`config.mk`:
```
export PLATFORM = sky130hd
export DESIGN_NAME = rr_arbiter_mux_flat
export DESIGN_NICKNAME = d
export VERILOG_FILES = /design/src/rtl/rr_arbiter_mux_if.sv /design/src/rtl/rr_arbiter_mux.sv /design/src/flat_wrapper.sv
export SDC_FILE = /design/constraint.sdc
export NUM_CORES = 1
export LEC_CHECK = 0
export CAP_MARGIN = 20
export CORE_MARGIN = 2
export CORE_UTILIZATION = 37
export CTS_CLUSTER_SIZE = 12
export DETAILED_ROUTE_END_ITERATION = 12
export MAX_ROUTING_LAYER = met4
export PLACE_DENSITY = 0.92
export SLEW_MARGIN = 30
export SYNTH_ARGS = -nofsm -noshare
export SYNTH_HDL_FRONTEND = slang
export SYNTH_SLANG_ARGS = --single-unit
```
`constraint.sdc`:
```
create_clock -name i_clk -period 2.5 [get_ports i_clk]
set_input_delay 0.5 -clock i_clk [delete_from_list [all_inputs] [get_ports i_clk]]
set_output_delay 0.5 -clock i_clk [all_outputs]
set_load 0.05 [all_outputs]
```
`src/rtl/rr_arbiter_mux_if.sv`:
```
// rr_arbiter_mux_if: requester/consumer bundle for rr_arbiter_mux.
//   slave  modport : arbiter side (receives requests, drives output channel)
//   master modport : environment side (requesters and consumer)
// Signals:
//   i_req_valid [COUNT]       requester k has a payload
//   i_req_data  [WIDTH]x[COUNT] per-requester payload
//   i_req_lock  [COUNT]       requester k asks to keep priority (lock build only)
//   o_req_ready [COUNT]       one-hot/zero accept strobe back to requesters
//   o_valid, o_data, o_grant  registered output channel
//   i_ready                   consumer accepts o_data this cycle
interface rr_arbiter_mux_if #(
    parameter int unsigned WIDTH = 32,
    parameter int unsigned COUNT = 4
);
    logic [COUNT-1:0] i_req_valid;
    logic [WIDTH-1:0] i_req_data [0:COUNT-1];
    logic [COUNT-1:0] i_req_lock;
    logic [COUNT-1:0] o_req_ready;
    logic             o_valid;
    logic [WIDTH-1:0] o_data;
    logic [COUNT-1:0] o_grant;
    logic             i_ready;

    modport slave (
        input  i_req_valid, i_req_data, i_req_lock, i_ready,
        output o_req_ready, o_valid, o_data, o_grant
    );

    modport master (
        output i_req_valid, i_req_data, i_req_lock, i_ready,
        input  o_req_ready, o_valid, o_data, o_grant
    );
endinterface

```
`src/rtl/rr_arbiter_mux.sv`:
```
// rr_arbiter_mux: round-robin arbiter sharing one registered output channel
// among COUNT valid/ready requesters. One-hot grant, AND-OR payload mux,
// one-entry output register.
// Ports:
//   i_clk  clock, all state on rising edge
//   i_rst  synchronous active-high reset
//   bus    rr_arbiter_mux_if.slave (requests, lock, output channel, i_ready)
// Build option:
//   RR_ARB_LOCK_EN  when defined, a granted requester with i_req_lock=1 keeps
//                   top priority after its transfer (ptr is not rotated).
module rr_arbiter_mux #(
    parameter int unsigned WIDTH = 32,
    parameter int unsigned COUNT = 4
) (
    input  logic             i_clk,
    input  logic             i_rst,
    rr_arbiter_mux_if.slave  bus
);
    logic [COUNT-1:0] ptr;
    logic [COUNT-1:0] mask;
    logic [COUNT-1:0] high;
    logic [COUNT-1:0] sel;
    logic [COUNT-1:0] rot;
    logic [COUNT-1:0] ptr_next;
    logic [WIDTH-1:0] mux_data;
    logic             acc;

    assign acc = !bus.o_valid || bus.i_ready;

    // Wrapping search from ptr: take the lowest valid bit at or above ptr,
    // otherwise the lowest valid bit overall. ptr is one-hot, so ptr-1 is a
    // mask of the bits below it.
    always_comb begin
        mask = ~(ptr - COUNT'(1));
        high = bus.i_req_valid & mask;
        if (|high) begin
            sel = high & (~high + COUNT'(1));
        end else begin
            sel = bus.i_req_valid & (~bus.i_req_valid + COUNT'(1));
        end
    end

    assign rot = (sel << 1) | (sel >> (COUNT - 1));

`ifdef RR_ARB_LOCK_EN
    assign ptr_next = (|(sel & bus.i_req_lock)) ? sel : rot;
`else
    logic unused_lock;
    assign unused_lock = ^bus.i_req_lock;
    assign ptr_next    = rot;
`endif

    always_comb begin
        mux_data = '0;
        for (int unsigned k = 0; k < COUNT; k++) begin
            mux_data = mux_data | (bus.i_req_data[k] & {WIDTH{sel[k]}});
        end
    end

    assign bus.o_req_ready = (acc && !i_rst) ? sel : '0;

    always_ff @(posedge i_clk) begin
        if (i_rst) begin
            ptr         <= COUNT'(1);
            bus.o_valid <= 1'b0;
            bus.o_data  <= '0;
            bus.o_grant <= '0;
        end else if (acc) begin
            bus.o_valid <= |sel;
            bus.o_data  <= mux_data;
            bus.o_grant <= sel;
            if (|sel) begin
                ptr <= ptr_next;
            end
        end
    end
endmodule

```
`src/flat_wrapper.sv`:
```
// flat-port wrapper written by rule: the top's interface ports become plain ports
module rr_arbiter_mux_flat 
#(
    parameter int unsigned WIDTH = 32,
    parameter int unsigned COUNT = 4
)
  (i_clk, i_rst, bus_i_req_valid, bus_i_req_data, bus_i_req_lock, bus_i_ready, bus_o_req_ready, bus_o_valid, bus_o_data, bus_o_grant);
  rr_arbiter_mux_if #(.WIDTH(WIDTH), .COUNT(COUNT)) bus_i ();
  input  logic i_clk;
  input  logic i_rst;
  input wire logic [$bits(bus_i.i_req_valid)-1:0] bus_i_req_valid;
  input wire logic [$bits(bus_i.i_req_data)-1:0] bus_i_req_data;
  input wire logic [$bits(bus_i.i_req_lock)-1:0] bus_i_req_lock;
  input wire logic [$bits(bus_i.i_ready)-1:0] bus_i_ready;
  output wire logic [$bits(bus_i.o_req_ready)-1:0] bus_o_req_ready;
  output wire logic [$bits(bus_i.o_valid)-1:0] bus_o_valid;
  output wire logic [$bits(bus_i.o_data)-1:0] bus_o_data;
  output wire logic [$bits(bus_i.o_grant)-1:0] bus_o_grant;
  assign bus_i.i_req_valid = bus_i_req_valid;
  assign bus_i.i_req_data = {>>{bus_i_req_data}};
  assign bus_i.i_req_lock = bus_i_req_lock;
  assign bus_i.i_ready = bus_i_ready;
  assign bus_o_req_ready = bus_i.o_req_ready;
  assign bus_o_valid = bus_i.o_valid;
  assign bus_o_data = bus_i.o_data;
  assign bus_o_grant = bus_i.o_grant;
  rr_arbiter_mux #(.WIDTH(WIDTH), .COUNT(COUNT)) u_core (.i_clk(i_clk), .i_rst(i_rst), .bus(bus_i));
endmodule
```
Yosys cells after proc, flatten, opt, wreduce, memory -nomap -nowiden
Index checks and enable logic that the tools add are counted.
{"block": "op_classes", "addsub": 3, "muxes": 2, "bitwise": 14, "reduce_logical": 7}
{"operator": "32-bit AND", "n": 4}
{"operator": "32-bit bitwise OR", "n": 3}
{"operator": "4-bit AND", "n": 3}
{"operator": "4-bit inverter", "n": 3}
{"operator": "4-bit by 1-bit adder with 4-bit output, second input constant", "n": 2}
{"operator": "4-bit 2-to-1 mux", "n": 2}
{"operator": "4-bit OR reduction", "n": 2}
{"operator": "4-bit by 1-bit bitwise OR with 4-bit output", "n": 1}
{"operator": "4-bit by 1-bit subtractor with 4-bit output, second input constant", "n": 1}
{"operator": "1-bit zero test", "n": 2}
{"operator": "2-bit AND reduction", "n": 1}
{"operator": "1-bit logical AND", "n": 1}
{"operator": "1-bit logical OR", "n": 1}
{"block": "totals", "ff_bits": 41, "wordCells": 30}

Longest topological paths before layout
Gate-level depths: netlist (run 1).
{"block": "logic_depth", "ltp_word": 11, "ltp_mapped": 9, "depth_no_buf": 7}

Worst setup path before layout (run 1)
OpenSTA, ideal clock, no wires.
{"block": "synth_timing", "kind": "reg-to-output", "start": "register u_core.ptr[0]", "end": "output port bus_o_req_ready[0]", "t_arrival_ps": 2621, "slack_ps": -621, "path_stages_with_launch": 9, "path_cell_list": "dfxtp_1 -> inv_1 -> ha_1 -> nand2_1 -> and2_1 -> clkbuf_1 -> clkbuf_1 -> a21oi_1 -> nor3_1"}
{"block": "synth_via", "elab_chain_len": 8, "word_cells_on_any_way": 9, "classes_between": "2 x add/sub; 2 x mux; 4 x bitwise; 1 x reduce/logical"}
{"item": "start, declared", "line_no": "rr_arbiter_mux.sv:19", "rtl": "logic [COUNT-1:0] ptr;"}
{"item": "start signal, assigned", "line_no": "rr_arbiter_mux.sv:73", "rtl": "ptr <= ptr_next;"}
{"item": "4-bit by 1-bit subtractor with 4-bit output (*)", "line_no": "rr_arbiter_mux.sv:34", "rtl": "mask = ~(ptr - COUNT'(1));"}
{"item": "4-bit inverter (*)", "line_no": "rr_arbiter_mux.sv:34"}
{"item": "4-bit AND (*)", "line_no": "rr_arbiter_mux.sv:35", "rtl": "high = bus.i_req_valid & mask;"}
{"item": "4-bit inverter", "line_no": "rr_arbiter_mux.sv:37", "rtl": "sel = high & (~high + COUNT'(1));"}
{"item": "4-bit by 1-bit adder with 4-bit output", "line_no": "rr_arbiter_mux.sv:37"}
{"item": "4-bit AND", "line_no": "rr_arbiter_mux.sv:37"}
{"item": "4-bit 2-to-1 mux (*)", "line_no": "rr_arbiter_mux.sv:36", "rtl": "if (|high) begin"}
{"item": "4-bit 2-to-1 mux (*)", "line_no": "rr_arbiter_mux.sv:60", "rtl": "assign bus.o_req_ready = (acc && !i_rst) ? sel : '0;"}
{"item": "end, declared", "line_no": "flat_wrapper.sv:15", "rtl": "output wire logic [$bits(bus_i.o_req_ready)-1:0] bus_o_req_ready;"}
Every way passes the cells marked *; elsewhere a longest branch is shown, timed or not.

Worst setup path in the final report (run 1)
{"block": "layout_timing", "start": "input port bus_i_req_valid[0]", "end": "output port bus_o_req_ready[1]"}
{"block": "layout_via", "elab_chain_len": 6, "word_cells_on_any_way": 10, "classes_between": "2 x add/sub; 2 x mux; 5 x bitwise; 1 x reduce/logical"}
{"item": "start, declared", "line_no": "flat_wrapper.sv:11", "rtl": "input wire logic [$bits(bus_i.i_req_valid)-1:0] bus_i_req_valid;"}
{"item": "4-bit AND", "line_no": "rr_arbiter_mux.sv:35"}
{"item": "4-bit inverter", "line_no": "rr_arbiter_mux.sv:37"}
{"item": "4-bit by 1-bit adder with 4-bit output", "line_no": "rr_arbiter_mux.sv:37"}
{"item": "4-bit AND", "line_no": "rr_arbiter_mux.sv:37"}
{"item": "4-bit 2-to-1 mux (*)", "line_no": "rr_arbiter_mux.sv:36"}
{"item": "4-bit 2-to-1 mux (*)", "line_no": "rr_arbiter_mux.sv:60"}
Marks and branches as above.

==> flow_summary.toml, run 1 <==
[outcome]
status = "completed"

[global_route]
grt_antenna_before_repair = 0
track_usage = 0.261
grt_max_degree = 35
grt_pass1_vias = 3653
grt.overflow.total = 0
grt_pass1_wl_um = 17300

[place]
io_buffers = 175
pre_cts_ws_ns = 0.0210
dpl_cell_area_sq_um = 4730
dp_hpwl_um = 8400
routabilityCongestion = 0.836

[timing]
max_clock_freq_ghz = 0.410
hold_viol_final = 0
finalCriticalPeriod_ns = 2.44
finalWorstSetupSlack_ns = 0.0631
clock_skew_ns = 0.00565
worstMarginPinSlew_ns = 0.563
rsz0062_at_grt = "true"
slew_headroom = 0.624
finalSetupViolCount = 0
slew_violations = 0
fin_crit_sh = 0.975

[routing]
route.detailed.drc = 0
avgRoutedWirePerCell_um = 17.7
via_per_inst = 5.82
drtPass1Iterations = 5
drt_wl_total_um = 11100
drtAntennaViolNets = 0
initialDrtViolationCount = 181
vias = 3653

[clocking]
htreeDepth = 2
ctsHoldBuffers = 0
cts_root_buf = "clkbuf_8"
tritoncts = "built"
clock_latency_ns = 0.29
cts_sinks = 41
cts_buffers = 5
cts.clk_slew.worst_paths_ns = 0.08
cts.path.max_buffers = 2

[power]
p_int_mw = 1.66
pwr-share-seq = 0.289
netSwitchingPower_mw = 1.14
p_leak_nw = 1.83
clkPwrFrac = 0.175
switching_share = 0.407
p_comb_frac = 0.537
power.total_mw = 2.80
ir_drop_mv = 0.300
power_density_nw_per_um2 = 574

[cells_and_area]
diodes = 0
finish.utilization = 0.667
syn_to_final_growth_pct = 73.0
fill_cells = 613
final_common_cell = "clkdlybuf4s50_1"
final_cell_mix = "170 x clkdlybuf4s50_1, 66 x nand2_1, 41 x nor2_1"
nets = 668
stdcell_area_sq_um = 4870
drive_gt1_frac = 0.104

[yosys]
synth_area_sq_um = 2810
yosys_warnings = 0
muxShareOfSynthArea = 0
syn_inst = 361
yosysTopAreaCell = "dfxtp_1"
synth_top_family_by_area = "compound AO/OA/AOI/OAI gates"
synthAdderAreaFrac = 0.00445
yosysTopAreaCellShare = 0.292
synth_compound_area_frac = 0.427
synth_edf_count = 0
synthArstFlopShare = 0
synth_nets = 501
ys_seq_elements = 41
dominantRegCellSynth = "dfxtp_1"
syn_area_per_cell_sq_um = 7.79
synth_area_leaders = "dfxtp_1 29%, a221o_1 12%, a22o_1 10%"
synth-xor-area-share = 0.00311
yosysSeqAreaShare = 0.292
synth_cell_type_count = 39
yosys.area_share.simple = 0.199

[setup_path]
cp_max_fo = 9
rr_worst_depth = 7
startpoint_type = "input pin"
worstPathRequired_ns = 2.00
crit_arrival_ns = 1.94
r2r_setup_slack_ns = 0.36
worstSetupEndpointType = "primary output"
crit_path_end = "bus_o_req_ready[1]"
timing.rr.end = "u_core.bus.o_data[29]"
worstSetupPathType = "input pin to primary output"
startpoint = "bus_i_req_valid[0]"
rr_startpoint = "u_core.ptr[0]"

[job]
cap_violations = 0

[floorplan]
dieArea_sq_um = 8320
start_util = 0.386
die_h_um = 91.2
io_pins = 180
core_sq_um = 7290
die_width_um = 91.2
rows = 31

[hold_path]
min_path_type = "flip-flop to flip-flop"
## cells in the mapped netlist, drive strengths merged (3+ instances only)
cell type   n
and2        5
a311oi     32
nor3        5
nor2       42
dfxtp      41
a21oi      37
a221o      33
buf        16
nand2b      3
nand2      67
a22o       32
clkbuf     23
## stage by stage
stage	std cells	setup TNS, ns	hold WS [ns]
final	628	0	0.484
after global routing	628	-0.0516	0.517
after CTS	627	0	0.491
after detailed placement	619	0	0.480
after global placement	619	0	0.442
after floorplan	361	-0.0295	0.518
## critical path, cell delays in order
cell             delay, ns
clkdlybuf4s50_1       0.43
and2_1                0.23
buf_4                 0.20
nor2_4                0.14
a21oi_2               0.06
nor3_4                0.22
buf_12                0.16
## state kept, by name, summed over array words and instances (netlist names)
name and flops:
u_core.ptr 4, u_core.bus.o_data 32, u_core.bus.o_grant 4, u_core.bus.o_valid 1
## kinds of logic (layout without fill, tap and decap cells)
group,Yosys count,in the layout
compound gates,147,147
xor+xnor,1,1
buf+inv,41,209
simple gates,130,130
fa+ha+maj,1,1
flops,41,41
## routing by layer
layer	up-vias	part of all wire	track usage
met5	-	0	-
met4	0	0.013	0.0795
met3	10	0.073	0.0423
met2	179	0.53	0.492
met1	1735	0.38	0.279
li1	1729	-	-
## what timing repair did
| item | 4_1_cts | 5_1_grt |
|---|---|---|
| gates resized for setup | 2 | 7 |
| pin swaps | 0 | 2 |
| setup endpoints to repair | 3 | 4 |
| buffers inserted | 0 | 1 |
| endpoints found under the hold margin | 0 | 0 |
## worst min path at each step
stage | to | start | depth (start not counted) | slack, ns
after detailed placement | u_core.bus.o_grant[3] | u_core.bus.o_grant[3] | 2 | 0.48
final | u_core.bus.o_grant[3] | u_core.bus.o_grant[3] | 2 | 0.48
after global placement | u_core.bus.o_grant[3] | u_core.bus.o_grant[3] | 2 | 0.44
after floorplan | u_core.ptr[3] | u_core.ptr[3] | 2 | 0.52
after CTS | u_core.bus.o_grant[3] | u_core.bus.o_grant[3] | 2 | 0.49
after global routing | u_core.bus.o_grant[0] | u_core.bus.o_grant[0] | 2 | 0.52
## final cells by class
| cell class | instances | area [sq um] | share of cell area |
|---|---|---|---|
| clock buffer | 7 | 96.3 | 0.0198 |
| clock inverter | 1 | 5.00 | 0.00103 |
| inverter | 2 | 7.51 | 0.00154 |
| multi-input combinational | 279 | 1840 | 0.379 |
| sequential | 41 | 823 | 0.169 |
| tap | 99 | 124 | 0.0254 |
| timing repair buffer | 199 | 1970 | 0.404 |
## power groups by stage
stage	Sequential, mW	Clock (mW)	Combinational, mW
2_1_floorplan	1.12	0	0.597
3_3_place_gp	0.815	0	1.44
3_5_place_dp	0.820	0	1.47
4_1_cts	0.806	0.501	1.48
5_1_grt	0.821	0.528	1.59
6_report	0.807	0.488	1.50
(Power assumes the default switching activity.)
==> inputs of run 2 (changes only) <==
--- a/config.mk
+++ b/config.mk
@@ -12,6 +12,7 @@
 export DETAILED_ROUTE_END_ITERATION = 12
 export MAX_ROUTING_LAYER = met4
 export PLACE_DENSITY = 0.92
+export SKIP_CTS_REPAIR_TIMING = 1
 export SLEW_MARGIN = 30
 export SYNTH_ARGS = -nofsm -noshare
 export SYNTH_HDL_FRONTEND = slang
==> flow_summary.toml, run 2 (synthesis gave the netlist of run 1 again) <==
[hold_path]
min_to = "u_core.bus.o_grant[3]"
hold_depth = 2
min_path_type = "flip-flop to flip-flop"
hold_start = "u_core.bus.o_grant[3]"

[clocking]
htreeDepth = 2
cts_buffers = 5
cts.clk_slew.worst_paths_ns = 0.08
clock_latency_ns = 0.29
cts_root_buf = "clkbuf_8"
cts.path.max_buffers = 2
tritoncts = "built"
cts_sinks = 41

[floorplan]
start_util = 0.386
die_h_um = 91.2
io_pins = 180
rows = 31
die_width_um = 91.2
dieArea_sq_um = 8320
core_sq_um = 7290

[routing]
route.detailed.drc = 0
initialDrtViolationCount = 140
avgRoutedWirePerCell_um = 17.6
via_per_inst = 5.78
vias = 3630
drtAntennaViolNets = 0
drt_wl_total_um = 11000
drtPass1Iterations = 5

[timing]
finalWorstSetupSlack_ns = 0.0340
worstMarginPinSlew_ns = 0.562
rsz0062_at_grt = "true"
max_clock_freq_ghz = 0.406
clock_skew_ns = 0.00579
fin_crit_sh = 0.986
finalSetupViolCount = 0
setup_tns_ns = 0
slew_violations = 0
slew_headroom = 0.624
finalCriticalPeriod_ns = 2.47
hold_viol_final = 0

[power]
power_density_nw_per_um2 = 573
ir_drop_mv = 0.295
p_leak_nw = 1.83

[global_route]
grt_antenna_before_repair = 0
grt_pass1_wl_um = 17300
grt_max_degree = 35
grt_pass1_vias = 3642
grt.overflow.total = 0
track_usage = 0.260

[place]
io_buffers = 175
pre_cts_ws_ns = 0.0210
dp_hpwl_um = 8400
routabilityCongestion = 0.836

[cells_and_area]
final_cell_mix = "170 x clkdlybuf4s50_1, 67 x nand2_1, 41 x nor2_1"
finish.utilization = 0.666
diodes = 0
largest_reg_flops = 32
top_regs = "u_core.bus.o_data: 32 flops, u_core.bus.o_grant: 4 flops, u_core.ptr: 4 flops"
drive_gt1_frac = 0.100
top_register = "u_core.bus.o_data"
nets = 668
syn_to_final_growth_pct = 72.7
final_common_cell = "clkdlybuf4s50_1"

[setup_path]
timing.rr.end = "u_core.bus.o_data[12]"
cp_max_fo = 9
worstPathRequired_ns = 2.00
r2r_setup_slack_ns = 0.34
crit_arrival_ns = 1.97
worstSetupPathType = "input pin to primary output"
rr_worst_depth = 7
startpoint_type = "input pin"
rr_startpoint = "u_core.ptr[1]"
worstSetupEndpointType = "primary output"

[job]
cap_violations = 0

[outcome]
status = "completed"
[run 2: cell type report]
type	instances	area, sq um
clock buffer	7	96.3
sequential	41	826
tap	99	124
clock inverter	1	5.00
fill	612	2430
timing repair buffer	199	1970
inverter	2	7.51
multi-input combinational	279	1830
[run 2: metal layers]
layer | wire length, um | track usage | up-vias
li1 | - | - | 1728
met1 | 4280 | 0.278 | 1710
met2 | 5820 | 0.492 | 177
met3 | 743 | 0.0423 | 15
met4 | 180 | 0.0745 | 0
met5 | 0 | - | -
[run 2: how the worst max path moves through the flow]
stage                            start                     to  slack, ns  cells past startpoint
floorplan                u_core.ptr[0]     bus_o_req_ready[0]      -0.03                      8
global placement    bus_i_req_valid[0]     bus_o_req_ready[3]       0.08                      6
detailed placement  bus_i_req_valid[0]  u_core.bus.o_data[29]       0.02                      7
CTS                      u_core.ptr[0]     bus_o_req_ready[1]      -0.02                      8
global route             u_core.ptr[1]     bus_o_req_ready[3]      -0.06                      6
finish              bus_i_req_valid[0]     bus_o_req_ready[1]       0.03                      7
[run 2: power breakdown]
part | internal [mW] | switching (mW) | total (mW)
Sequential | 0.752 | 0.0553 | 0.807
Clock | 0.250 | 0.237 | 0.488
Combinational | 0.654 | 0.835 | 1.49
Total | 1.66 | 1.13 | 2.78
[run 2: critical path, stage by stage]
cell	delay, ns
clkdlybuf4s50_1	0.43
and2_1	0.22
buf_4	0.19
nor2_2	0.18
a21oi_2	0.07
nor3_4	0.22
buf_12	0.16
[run 2: per-stage QoR]
step	instance area [sq um]	power (mW)	cells	hold WS, ns
2_1_floorplan	2840	1.72	361	0.518
3_3_place_gp	4730	2.25	619	0.442
3_5_place_dp	4730	2.29	619	0.480
4_1_cts	4840	2.78	627	0.491
5_1_grt	4860	2.93	628	0.517
6_report	4860	2.78	628	0.487
